[src/rtl/cache_ctrl_pkg.sv]
// Shared types and constants for the cache sequencing controller.
// Holds the controller state enum, the request operation enum and the
// width of the performance counters.
package cache_ctrl_pkg;

  localparam int PERF_CNT_W = 32;

  typedef enum logic [2:0] {
    IDLE     = 3'd0,
    LOOKUP   = 3'd1,
    EVICT    = 3'd2,
    FILL     = 3'd3,
    WT_WRITE = 3'd4,
    RESPOND  = 3'd5
  } state_e;

  typedef enum logic {
    OP_READ  = 1'b0,
    OP_WRITE = 1'b1
  } req_op_e;

endpackage

[src/rtl/cache_internal_if.sv]
// Strobe/status bundle between the cache sequencing controller and the
// cache datapath.
//   controller modport: drives all datapath strobes, observes
//                       counter_done, valid_block_match, valid_dirty_bit.
//   datapath modport  : the mirror image.
interface cache_internal_if;

  logic count_read;
  logic count_write;
  logic count_hit;
  logic count_miss;
  logic process_lru_counters;
  logic perform_write;
  logic set_selected_dirty_bit;
  logic clear_selected_dirty_bit;
  logic clear_selected_valid_bit;
  logic set_hmem_block_address;
  logic use_victim_tag_for_hmem_block_address;
  logic reset_counter;
  logic decrement_counter;
  logic miss_recovery_mode;
  logic finish_new_line_install;

  logic counter_done;
  logic valid_block_match;
  logic valid_dirty_bit;

  modport controller (
    output count_read, count_write, count_hit, count_miss,
           process_lru_counters, perform_write,
           set_selected_dirty_bit, clear_selected_dirty_bit,
           clear_selected_valid_bit, set_hmem_block_address,
           use_victim_tag_for_hmem_block_address,
           reset_counter, decrement_counter,
           miss_recovery_mode, finish_new_line_install,
    input  counter_done, valid_block_match, valid_dirty_bit
  );

  modport datapath (
    input  count_read, count_write, count_hit, count_miss,
           process_lru_counters, perform_write,
           set_selected_dirty_bit, clear_selected_dirty_bit,
           clear_selected_valid_bit, set_hmem_block_address,
           use_victim_tag_for_hmem_block_address,
           reset_counter, decrement_counter,
           miss_recovery_mode, finish_new_line_install,
    output counter_done, valid_block_match, valid_dirty_bit
  );

endinterface

[src/rtl/cache_perf_counter.sv]
// Saturating event counter with asynchronous active-low reset.
// Ports:
//   clk, reset_n : clock, async active-low reset (clears the count)
//   inc          : add one this cycle unless already at all-ones
//   count        : current value, holds at all-ones once reached
module cache_perf_counter
  import cache_ctrl_pkg::*;
#(
  parameter int WIDTH = PERF_CNT_W
) (
  input  logic             clk,
  input  logic             reset_n,
  input  logic             inc,
  output logic [WIDTH-1:0] count
);

  always_ff @(posedge clk or negedge reset_n) begin
    if (!reset_n) begin
      count <= '0;
    end else if (inc && (count != {WIDTH{1'b1}})) begin
      count <= count + WIDTH'(1);
    end
  end

endmodule

[src/rtl/cache_seq_controller.sv]
// Cache sequencing controller: accepts CPU requests, decides hit/miss from
// datapath status, sequences victim write-back and line fill beats to
// higher memory, and replays the lookup after a fill.
// Optional feature macro: CACHE_CTRL_PERF_EN builds saturating hit/miss/
// evict counters; without it the counter ports are tied to zero.
// Ports:
//   clk, reset_n            : clock, async active-low reset
//   req_valid/req_ready     : CPU request handshake, req_we = write
//   resp_valid              : one-cycle completion pulse
//   hmem_req/hmem_we/ack    : higher-memory beat handshake
//   ctl                     : datapath strobes and status
//   hit/miss/evict_count    : performance counters
//
// state    | meaning
// ---------+-------------------------------------------------------------
// IDLE     | ready for a request
// LOOKUP   | tag compare result sampled; hit/miss decision
// EVICT    | writing the dirty victim line out, one beat per ack
// FILL     | reading the requested line in, one beat per ack
// WT_WRITE | single write-through beat to higher memory
// RESPOND  | resp_valid high for one cycle
module cache_seq_controller
  import cache_ctrl_pkg::*;
#(
  parameter int LINE_WORDS = 4,
  parameter int WRITE_BACK = 1
) (
  input  logic                  clk,
  input  logic                  reset_n,
  input  logic                  req_valid,
  output logic                  req_ready,
  input  logic                  req_we,
  output logic                  resp_valid,
  output logic                  hmem_req,
  output logic                  hmem_we,
  input  logic                  hmem_ack,
  cache_internal_if.controller  ctl,
  output logic [PERF_CNT_W-1:0] hit_count,
  output logic [PERF_CNT_W-1:0] miss_count,
  output logic [PERF_CNT_W-1:0] evict_count
);

  localparam bit WB_MODE     = (WRITE_BACK != 0);
  // A one-word line finishes on its first beat regardless of the counter.
  localparam bit SINGLE_BEAT = (LINE_WORDS == 1);

  state_e  state;
  req_op_e op;
  logic    line_done;

  assign line_done = ctl.counter_done | SINGLE_BEAT;

  always_ff @(posedge clk or negedge reset_n) begin
    if (!reset_n) begin
      state                                     <= IDLE;
      op                                        <= OP_READ;
      req_ready                                 <= 1'b1;
      resp_valid                                <= 1'b0;
      hmem_req                                  <= 1'b0;
      hmem_we                                   <= 1'b0;
      ctl.count_read                            <= 1'b0;
      ctl.count_write                           <= 1'b0;
      ctl.count_hit                             <= 1'b0;
      ctl.count_miss                            <= 1'b0;
      ctl.process_lru_counters                  <= 1'b0;
      ctl.perform_write                         <= 1'b0;
      ctl.set_selected_dirty_bit                <= 1'b0;
      ctl.clear_selected_dirty_bit              <= 1'b0;
      ctl.clear_selected_valid_bit              <= 1'b0;
      ctl.set_hmem_block_address                <= 1'b0;
      ctl.use_victim_tag_for_hmem_block_address <= 1'b0;
      ctl.reset_counter                         <= 1'b0;
      ctl.decrement_counter                     <= 1'b0;
      ctl.miss_recovery_mode                    <= 1'b0;
      ctl.finish_new_line_install               <= 1'b0;
    end else begin
      // single-cycle strobes default low; level outputs hold
      resp_valid                                <= 1'b0;
      ctl.count_read                            <= 1'b0;
      ctl.count_write                           <= 1'b0;
      ctl.count_hit                             <= 1'b0;
      ctl.count_miss                            <= 1'b0;
      ctl.process_lru_counters                  <= 1'b0;
      ctl.perform_write                         <= 1'b0;
      ctl.set_selected_dirty_bit                <= 1'b0;
      ctl.clear_selected_dirty_bit              <= 1'b0;
      ctl.clear_selected_valid_bit              <= 1'b0;
      ctl.set_hmem_block_address                <= 1'b0;
      ctl.use_victim_tag_for_hmem_block_address <= 1'b0;
      ctl.reset_counter                         <= 1'b0;
      ctl.decrement_counter                     <= 1'b0;
      ctl.finish_new_line_install               <= 1'b0;

      case (state)
        IDLE: begin
          if (req_valid) begin
            op        <= req_we ? OP_WRITE : OP_READ;
            req_ready <= 1'b0;
            if (req_we) ctl.count_write <= 1'b1;
            else        ctl.count_read  <= 1'b1;
            state     <= LOOKUP;
          end
        end

        LOOKUP: begin
          if (ctl.valid_block_match) begin
            ctl.count_hit            <= 1'b1;
            ctl.process_lru_counters <= 1'b1;
            if (op == OP_READ) begin
              resp_valid <= 1'b1;
              state      <= RESPOND;
            end else begin
              ctl.perform_write <= 1'b1;
              if (WB_MODE) begin
                ctl.set_selected_dirty_bit <= 1'b1;
                resp_valid                 <= 1'b1;
                state                      <= RESPOND;
              end else begin
                hmem_req <= 1'b1;
                hmem_we  <= 1'b1;
                state    <= WT_WRITE;
              end
            end
          end else begin
            ctl.count_miss <= 1'b1;
            if ((op == OP_WRITE) && !WB_MODE) begin
              // no-write-allocate: cache untouched, word goes straight out
              hmem_req <= 1'b1;
              hmem_we  <= 1'b1;
              state    <= WT_WRITE;
            end else begin
              ctl.set_hmem_block_address <= 1'b1;
              ctl.reset_counter          <= 1'b1;
              ctl.miss_recovery_mode     <= 1'b1;
              hmem_req                   <= 1'b1;
              if (WB_MODE && ctl.valid_dirty_bit) begin
                ctl.use_victim_tag_for_hmem_block_address <= 1'b1;
                hmem_we <= 1'b1;
                state   <= EVICT;
              end else begin
                ctl.clear_selected_valid_bit <= 1'b1;
                hmem_we <= 1'b0;
                state   <= FILL;
              end
            end
          end
        end

        EVICT: begin
          if (hmem_ack) begin
            ctl.decrement_counter <= 1'b1;
            if (line_done) begin
              // victim gone; retarget address to the requested tag and fill
              ctl.clear_selected_dirty_bit <= 1'b1;
              ctl.set_hmem_block_address   <= 1'b1;
              ctl.reset_counter            <= 1'b1;
              hmem_we                      <= 1'b0;
              state                        <= FILL;
            end
          end
        end

        FILL: begin
          if (hmem_ack) begin
            ctl.decrement_counter <= 1'b1;
            if (line_done) begin
              ctl.finish_new_line_install <= 1'b1;
              ctl.miss_recovery_mode      <= 1'b0;
              hmem_req                    <= 1'b0;
              state                       <= LOOKUP;
            end
          end
        end

        WT_WRITE: begin
          if (hmem_ack) begin
            hmem_req   <= 1'b0;
            hmem_we    <= 1'b0;
            resp_valid <= 1'b1;
            state      <= RESPOND;
          end
        end

        RESPOND: begin
          req_ready <= 1'b1;
          state     <= IDLE;
        end

        default: begin
          req_ready  <= 1'b1;
          hmem_req   <= 1'b0;
          hmem_we    <= 1'b0;
          state      <= IDLE;
        end
      endcase
    end
  end

`ifdef CACHE_CTRL_PERF_EN
  cache_perf_counter #(.WIDTH(PERF_CNT_W)) u_hit_cnt (
    .clk     (clk),
    .reset_n (reset_n),
    .inc     (ctl.count_hit),
    .count   (hit_count)
  );

  cache_perf_counter #(.WIDTH(PERF_CNT_W)) u_miss_cnt (
    .clk     (clk),
    .reset_n (reset_n),
    .inc     (ctl.count_miss),
    .count   (miss_count)
  );

  // the victim-tag strobe fires exactly once per EVICT entry
  cache_perf_counter #(.WIDTH(PERF_CNT_W)) u_evict_cnt (
    .clk     (clk),
    .reset_n (reset_n),
    .inc     (ctl.use_victim_tag_for_hmem_block_address),
    .count   (evict_count)
  );
`else
  assign hit_count   = '0;
  assign miss_count  = '0;
  assign evict_count = '0;
`endif

endmodule

[src/flat_wrapper.sv]
// flat-port wrapper written by rule: the top's interface ports become plain ports
module cache_seq_controller_flat import cache_ctrl_pkg::*;
#(
  parameter int LINE_WORDS = 4,
  parameter int WRITE_BACK = 1
)
  (clk, reset_n, req_valid, req_ready, req_we, resp_valid, hmem_req, hmem_we, hmem_ack, hit_count, miss_count, evict_count, ctl_count_read, ctl_count_write, ctl_count_hit, ctl_count_miss, ctl_process_lru_counters, ctl_perform_write, ctl_set_selected_dirty_bit, ctl_clear_selected_dirty_bit, ctl_clear_selected_valid_bit, ctl_set_hmem_block_address, ctl_use_victim_tag_for_hmem_block_address, ctl_reset_counter, ctl_decrement_counter, ctl_miss_recovery_mode, ctl_finish_new_line_install, ctl_counter_done, ctl_valid_block_match, ctl_valid_dirty_bit);
  cache_internal_if ctl_i ();
  input  logic clk;
  input  logic reset_n;
  input  logic req_valid;
  output logic req_ready;
  input  logic req_we;
  output logic resp_valid;
  output logic hmem_req;
  output logic hmem_we;
  input  logic hmem_ack;
  output logic [PERF_CNT_W-1:0] hit_count;
  output logic [PERF_CNT_W-1:0] miss_count;
  output logic [PERF_CNT_W-1:0] evict_count;
  output wire logic [$bits(ctl_i.count_read)-1:0] ctl_count_read;
  output wire logic [$bits(ctl_i.count_write)-1:0] ctl_count_write;
  output wire logic [$bits(ctl_i.count_hit)-1:0] ctl_count_hit;
  output wire logic [$bits(ctl_i.count_miss)-1:0] ctl_count_miss;
  output wire logic [$bits(ctl_i.process_lru_counters)-1:0] ctl_process_lru_counters;
  output wire logic [$bits(ctl_i.perform_write)-1:0] ctl_perform_write;
  output wire logic [$bits(ctl_i.set_selected_dirty_bit)-1:0] ctl_set_selected_dirty_bit;
  output wire logic [$bits(ctl_i.clear_selected_dirty_bit)-1:0] ctl_clear_selected_dirty_bit;
  output wire logic [$bits(ctl_i.clear_selected_valid_bit)-1:0] ctl_clear_selected_valid_bit;
  output wire logic [$bits(ctl_i.set_hmem_block_address)-1:0] ctl_set_hmem_block_address;
  output wire logic [$bits(ctl_i.use_victim_tag_for_hmem_block_address)-1:0] ctl_use_victim_tag_for_hmem_block_address;
  output wire logic [$bits(ctl_i.reset_counter)-1:0] ctl_reset_counter;
  output wire logic [$bits(ctl_i.decrement_counter)-1:0] ctl_decrement_counter;
  output wire logic [$bits(ctl_i.miss_recovery_mode)-1:0] ctl_miss_recovery_mode;
  output wire logic [$bits(ctl_i.finish_new_line_install)-1:0] ctl_finish_new_line_install;
  input wire logic [$bits(ctl_i.counter_done)-1:0] ctl_counter_done;
  input wire logic [$bits(ctl_i.valid_block_match)-1:0] ctl_valid_block_match;
  input wire logic [$bits(ctl_i.valid_dirty_bit)-1:0] ctl_valid_dirty_bit;
  assign ctl_count_read = ctl_i.count_read;
  assign ctl_count_write = ctl_i.count_write;
  assign ctl_count_hit = ctl_i.count_hit;
  assign ctl_count_miss = ctl_i.count_miss;
  assign ctl_process_lru_counters = ctl_i.process_lru_counters;
  assign ctl_perform_write = ctl_i.perform_write;
  assign ctl_set_selected_dirty_bit = ctl_i.set_selected_dirty_bit;
  assign ctl_clear_selected_dirty_bit = ctl_i.clear_selected_dirty_bit;
  assign ctl_clear_selected_valid_bit = ctl_i.clear_selected_valid_bit;
  assign ctl_set_hmem_block_address = ctl_i.set_hmem_block_address;
  assign ctl_use_victim_tag_for_hmem_block_address = ctl_i.use_victim_tag_for_hmem_block_address;
  assign ctl_reset_counter = ctl_i.reset_counter;
  assign ctl_decrement_counter = ctl_i.decrement_counter;
  assign ctl_miss_recovery_mode = ctl_i.miss_recovery_mode;
  assign ctl_finish_new_line_install = ctl_i.finish_new_line_install;
  assign ctl_i.counter_done = ctl_counter_done;
  assign ctl_i.valid_block_match = ctl_valid_block_match;
  assign ctl_i.valid_dirty_bit = ctl_valid_dirty_bit;
  cache_seq_controller #(.LINE_WORDS(LINE_WORDS), .WRITE_BACK(WRITE_BACK)) u_core (.clk(clk), .reset_n(reset_n), .req_valid(req_valid), .req_ready(req_ready), .req_we(req_we), .resp_valid(resp_valid), .hmem_req(hmem_req), .hmem_we(hmem_we), .hmem_ack(hmem_ack), .ctl(ctl_i), .hit_count(hit_count), .miss_count(miss_count), .evict_count(evict_count));
endmodule
[config.mk]
export PLATFORM = sky130hd
export DESIGN_NAME = cache_seq_controller_flat
export DESIGN_NICKNAME = d
export VERILOG_FILES = /design/src/rtl/cache_ctrl_pkg.sv /design/src/rtl/cache_internal_if.sv /design/src/rtl/cache_perf_counter.sv /design/src/rtl/cache_seq_controller.sv /design/src/flat_wrapper.sv
export SDC_FILE = /design/constraint.sdc
export NUM_CORES = 1
export LEC_CHECK = 0
export CAP_MARGIN = 0
export CORE_MARGIN = 2
export CORE_UTILIZATION = 36
export DETAILED_ROUTE_END_ITERATION = 16
export PLACE_DENSITY = 0.83
export REMOVE_ABC_BUFFERS = 1
export SYNTH_ARGS = -nofsm -noshare
export SYNTH_HDL_FRONTEND = slang
export SYNTH_SLANG_ARGS = --single-unit
[constraint.sdc]
create_clock -name clk -period 1.9 [get_ports clk]
set_input_delay 0.57 -clock clk [delete_from_list [all_inputs] [get_ports clk]]
set_output_delay 0.57 -clock clk [all_outputs]
set_load 0.03 [all_outputs]
### Word-level counts from Yosys, hierarchy flattened

Cells that the tools add are included.

* eq/ne operators: 12
* mux-type cells: 46
* bitwise operators: 3
* reduce and logical (&&, ||, !) cells: 12

Operators with widths (number)
* 2-to-1 mux 1 bit: 32
* 2-to-1 mux 3 bit: 7
* one-hot mux 3 bit (5 select lines): 1
* inequality test 2 bit, second input constant: 7
* AND reduction 5 bit: 2
* one-hot mux 1 bit (2 select lines): 4
* one-hot mux 1 bit (4 select lines): 2
* == test 3 x 2 -> 1 bit, second input constant: 2
* == test 3 bit, second input constant: 2
* AND reduction 6 bit: 1
* OR reduction 3 bit: 2
* AND reduction 2 bit: 2
* AND reduction 4 bit: 1
* OR reduction 4 bit: 1
* == test 3 x 1 -> 1 bit, second input constant: 1
* zero test 3 bit: 1
* inverter 1 bit: 3
* nonzero test 2 bit: 1
* OR reduction 2 bit: 1

* flip-flop bits (word level): 20
* input port bits: 8
* output and inout bits: 115
* logic and storage cells: 91

### Depth between registers and ports, before layout

* depth after elaboration: 4
* mapped depth: 5
* mapped depth without buffers: 5

### Least setup slack after synthesis

Ideal clock, no wire load.

* path kind: input port to flip-flop
* start point: in hmem_ack
* end point: reg u_core.hmem_we
* setup time: 120 ps
* data arrival time: 1199 ps
* required time: 1780 ps
* path slack: 581 ps
* stages on the path: 3
* path buffers: 0
* path through: inv_1 > or3_1 > a41o_1

* cells in the longest elaborated chain, start to end: 2

RTL lines
* start, declared: RTL line flat_wrapper.sv:17 `input logic hmem_ack;`
* inequality test 2 bit (no source line)
* AND reduction 5 bit (no source line) (*)
* end signal, assigned: RTL line cache_seq_controller.sv:60 `hmem_we <= 1'b0;`
* end signal, assigned: RTL line cache_seq_controller.sv:120 `hmem_we <= 1'b1;`
* end signal, assigned: RTL line cache_seq_controller.sv:129 `hmem_we <= 1'b1;`
* end, declared: RTL line cache_seq_controller.sv:35 `output logic hmem_we,`

Every way passes the cells marked *; elsewhere a longest branch is shown, timed or not.
A chain may end at the register's enable or synchronous reset.

### Final worst setup path

* start point: reg u_core.ctl.clear_selected_valid_bit
* end point: out ctl_clear_selected_valid_bit

RTL lines
* start, declared: RTL line cache_internal_if.sv:32 `clear_selected_valid_bit, set_hmem_block_address,`
* start signal, assigned: RTL line cache_seq_controller.sv:69 `ctl.clear_selected_valid_bit <= 1'b0;`
* start signal, assigned: RTL line cache_seq_controller.sv:87 `ctl.clear_selected_valid_bit <= 1'b0;`
* start signal, assigned: RTL line cache_seq_controller.sv:141 `ctl.clear_selected_valid_bit <= 1'b1;`
* end, declared: RTL line flat_wrapper.sv:29 `output wire logic [$bits(ctl_i.clear_selected_valid_bit)-1:0] ctl_clear_selected_valid_bit;`

No word-level cell between the ends.

==> results.sh <==
export IMPL_whs_endpoint="u_core.ctl.perform_write"
export IMPL_nets=210
export IMPL_ys_warn_count=0
export IMPL_arrival_ns=1.28
export IMPL_grt_pass1_vias=687
export IMPL_crit_slowest_cell="clkdlybuf4s50_1"
export IMPL_grt_overflow=0
export IMPL_cp_data_required_time_ns=1.33
export IMPL_clkTransAtPathRegs_ns=0.07
export IMPL_synth_xor_area_frac=0
export IMPL_synth_compound_area_frac=0.0643
export IMPL_pwr_share_clk=0.134
export IMPL_grt_first_pass_wirelength_mm=3.14
export IMPL_dieArea_um2=4810
export IMPL_avgViaCountPerCell=3.69
export IMPL_start_kind="register"
export IMPL_outcome="finished, final reports clean"
export IMPL_finalClockSkew_ns=0.00900
export IMPL_place_ws_ns=0.0357
export IMPL_synth_ff_type="dfrtp_1"
export IMPL_cts_made_buffers=3
export IMPL_power_density_nw_per_um2=1340
export IMPL_initial_core_util=0.379
export IMPL_netlist_area_um2=1540
export IMPL_portBuffers=26
export IMPL_largest_register="u_core.state"
export IMPL_muxShareOfSynthArea=0.00733
export IMPL_vias=927
export IMPL_cts_root_buffer="clkbuf_8"
export IMPL_path_cells="clkdlybuf4s50_1"
export IMPL_max_stage_delay_ns=0.68
export IMPL_synth_top_family_by_area="buffers and inverters"
export IMPL_critPathMaxFanout=1
export IMPL_hold_path_depth=1
export IMPL_grtUsageTotal=0.0808
export IMPL_synth_cells=173
export IMPL_cts_num_sinks=20
export IMPL_ys_seq_area_frac=0.327
export IMPL_die_y_um=69.3
export IMPL_drt_total_wl_mm=2.20
export IMPL_antenna_cells=0
export IMPL_reg2reg_slack_ns=0.44
export IMPL_reg2reg_depth=3
export IMPL_min_path_type="register to register"
export IMPL_htreeDepth=1
export IMPL_place_congestion=0.842
export IMPL_r2r_end="u_core.hmem_we"
export IMPL_maxCapViolations=0
export IMPL_antenna_found_initial=0
export IMPL_core_area_um2=4060
export IMPL_path_buf_inv=1
export IMPL_ys_ff_latch=20
export IMPL_p_int_mw=1.08
export IMPL_synthAdderAreaFrac=0
export IMPL_fmax_mhz=541
export IMPL_synth_async_reset_ratio=1.00
export IMPL_peakVddDrop_v=0.000338
export IMPL_path_delay_family="buffers and inverters"
export IMPL_design_area_um2=1540
export IMPL_fp_row_count=23
export IMPL_insertion_delay_ns=0.25
export IMPL_wl_per_cell_um=8.75
export IMPL_io_pins=123
export IMPL_p_leak_nw=0.855
export IMPL_rsz0062_at_grt="no"
export IMPL_grt_max_degree=21
export IMPL_ant_nets=0
export IMPL_yosys_area_share_simple=0.0969
export IMPL_seqPwrFrac=0.353
export IMPL_worstSetupPathType="register to primary output"
export IMPL_setup_viol=0
export IMPL_worstReg2RegStart="u_core.state[1]"
export IMPL_layout_drive_gt1_share=0.0498
export IMPL_cts_tree="yes"
export IMPL_die_w_um=69.3
export IMPL_clk_path_buf_depth=2
export IMPL_syn_area_per_cell_um2=8.88
export IMPL_dpl_cell_area_um2=1500
export IMPL_period_minus_slack_ns=1.85
export IMPL_worst_slack_ns=0.0501
export IMPL_largest_register_ffs=3
export IMPL_hp_start="u_core.op"
export IMPL_drtIter0Drc=104
export IMPL_power_switching_uw=995
export IMPL_slew_violations=0
export IMPL_swShare=0.480
export IMPL_synth_top_area_share=0.484
export IMPL_end_kind="primary output"
export IMPL_synth_area_leaders="buf_4, dfrtp_1, a21oi_1"
export IMPL_synthToLayoutAreaGrowth_pct=0.489
export IMPL_fin_crit_sh=0.974
export IMPL_remaining_drc_errors=0
export IMPL_synth_cell_types=27
export IMPL_setup_tns_ns=0
export IMPL_post_cts_buffers=0
export IMPL_first_pass_iters=6
export IMPL_synth_edf_count=0
export IMPL_dpl_hpwl_mm=1.81
export IMPL_comb_power_share=0.513
export IMPL_yosysTopAreaCell="buf_4"
export IMPL_hold_viol=0
[power groups by stage]
stage          clock (mW)  sequential, mW  combinational [mW]
2_1_floorplan           0           0.941               0.506
3_3_place_gp            0           0.734                1.06
3_5_place_dp            0           0.734                1.08
4_1_cts             0.283           0.728                1.07
5_1_grt             0.303           0.761                1.13
6_report            0.278           0.731                1.06
[timing repair]
item / 4_1_cts / 5_1_grt
endpoints found under the setup margin: 2 / 2
gates resized for setup: 2 / 2
hold buffers: 0 / 0
gates cloned: 0 / 0
[metrics by stage]
| step | total power, mW | util | std cells | hold WS [ns] |
|---|---|---|---|---|
| 2_1_floorplan | 1.45 | - | 166 | 0.274 |
| 3_3_place_gp | 1.80 | 0.369 | 247 | 0.459 |
| 3_5_place_dp | 1.82 | 0.369 | 247 | 0.464 |
| 4_1_cts | 2.08 | 0.379 | 251 | 0.479 |
| 5_1_grt | 2.20 | 0.381 | 251 | 0.510 |
| 6_report | 2.07 | 0.381 | 251 | 0.472 |
[metal layers]
metal | vias up | GRT usage | wire, µm
met5 | - | 0 | 0
met4 | 0 | 0.0349 | 8
met3 | 2 | 0.0189 | 271
met2 | 74 | 0.157 | 1230
met1 | 440 | 0.0804 | 681
li1 | 411 | - | -
[cells by family (layout without fill, tap and decap cells)]
family,count (synthesis),count (layout)
buffers and inverters,106,39
AOI/OAI and AO/OA,16,16
other,1,96
DFF,20,20
muxes,1,1
and+or+nand+nor,29,29
[cells in the mapped netlist, types with 2 or more instances]
master,number
nand2_1,5
nor2_1,6
nor3_1,4
o21ai_0,2
a22oi_1,2
buf_4,99
nand2b_1,5
and2_1,3
dfrtp_1,19
a21oi_1,8
buf_2,2
inv_1,3
[how the worst max path moves through the flow]
stage / start / to / slack (ns) / cells past startpoint
after floorplan: hmem_ack / u_core.hmem_we / 0.58 / 3
after global placement: hmem_ack / u_core.hmem_we / 0.08 / 4
after detailed placement: hmem_ack / u_core.hmem_we / 0.04 / 4
after CTS: u_core.ctl.miss_recovery_mode / ctl_miss_recovery_mode / 0.02 / 1
after global routing: u_core.ctl.perform_write / ctl_perform_write / 0.02 / 1
final: u_core.ctl.clear_selected_valid_bit / ctl_clear_selected_valid_bit / 0.05 / 1
[cells in the final DEF (no fill, tap or decap), drive strengths merged, types with 2 or more instances in the layout]
cell type      count
a21oi              8
a22oi              2
and2               3
buf                5
clkbuf             4
clkdlybuf4s50     22
conb              96
dfrtp             19
dlygate4sd2        2
dlymetal6s2s       2
inv                4
nand2              5
nand2b             5
nor2               6
nor3               4
o21ai              2
[area by class of cell]
cell class              count  area (µm²)
fillers                   429        2510
repair buffers             31         300
inverters                   4        15.0
multi-input cells         142         619
well taps                  50        62.6
flip-flops and latches     20         502
clock buffers               4        45.0
No activity file was read; power rests on OpenSTA's default activity.
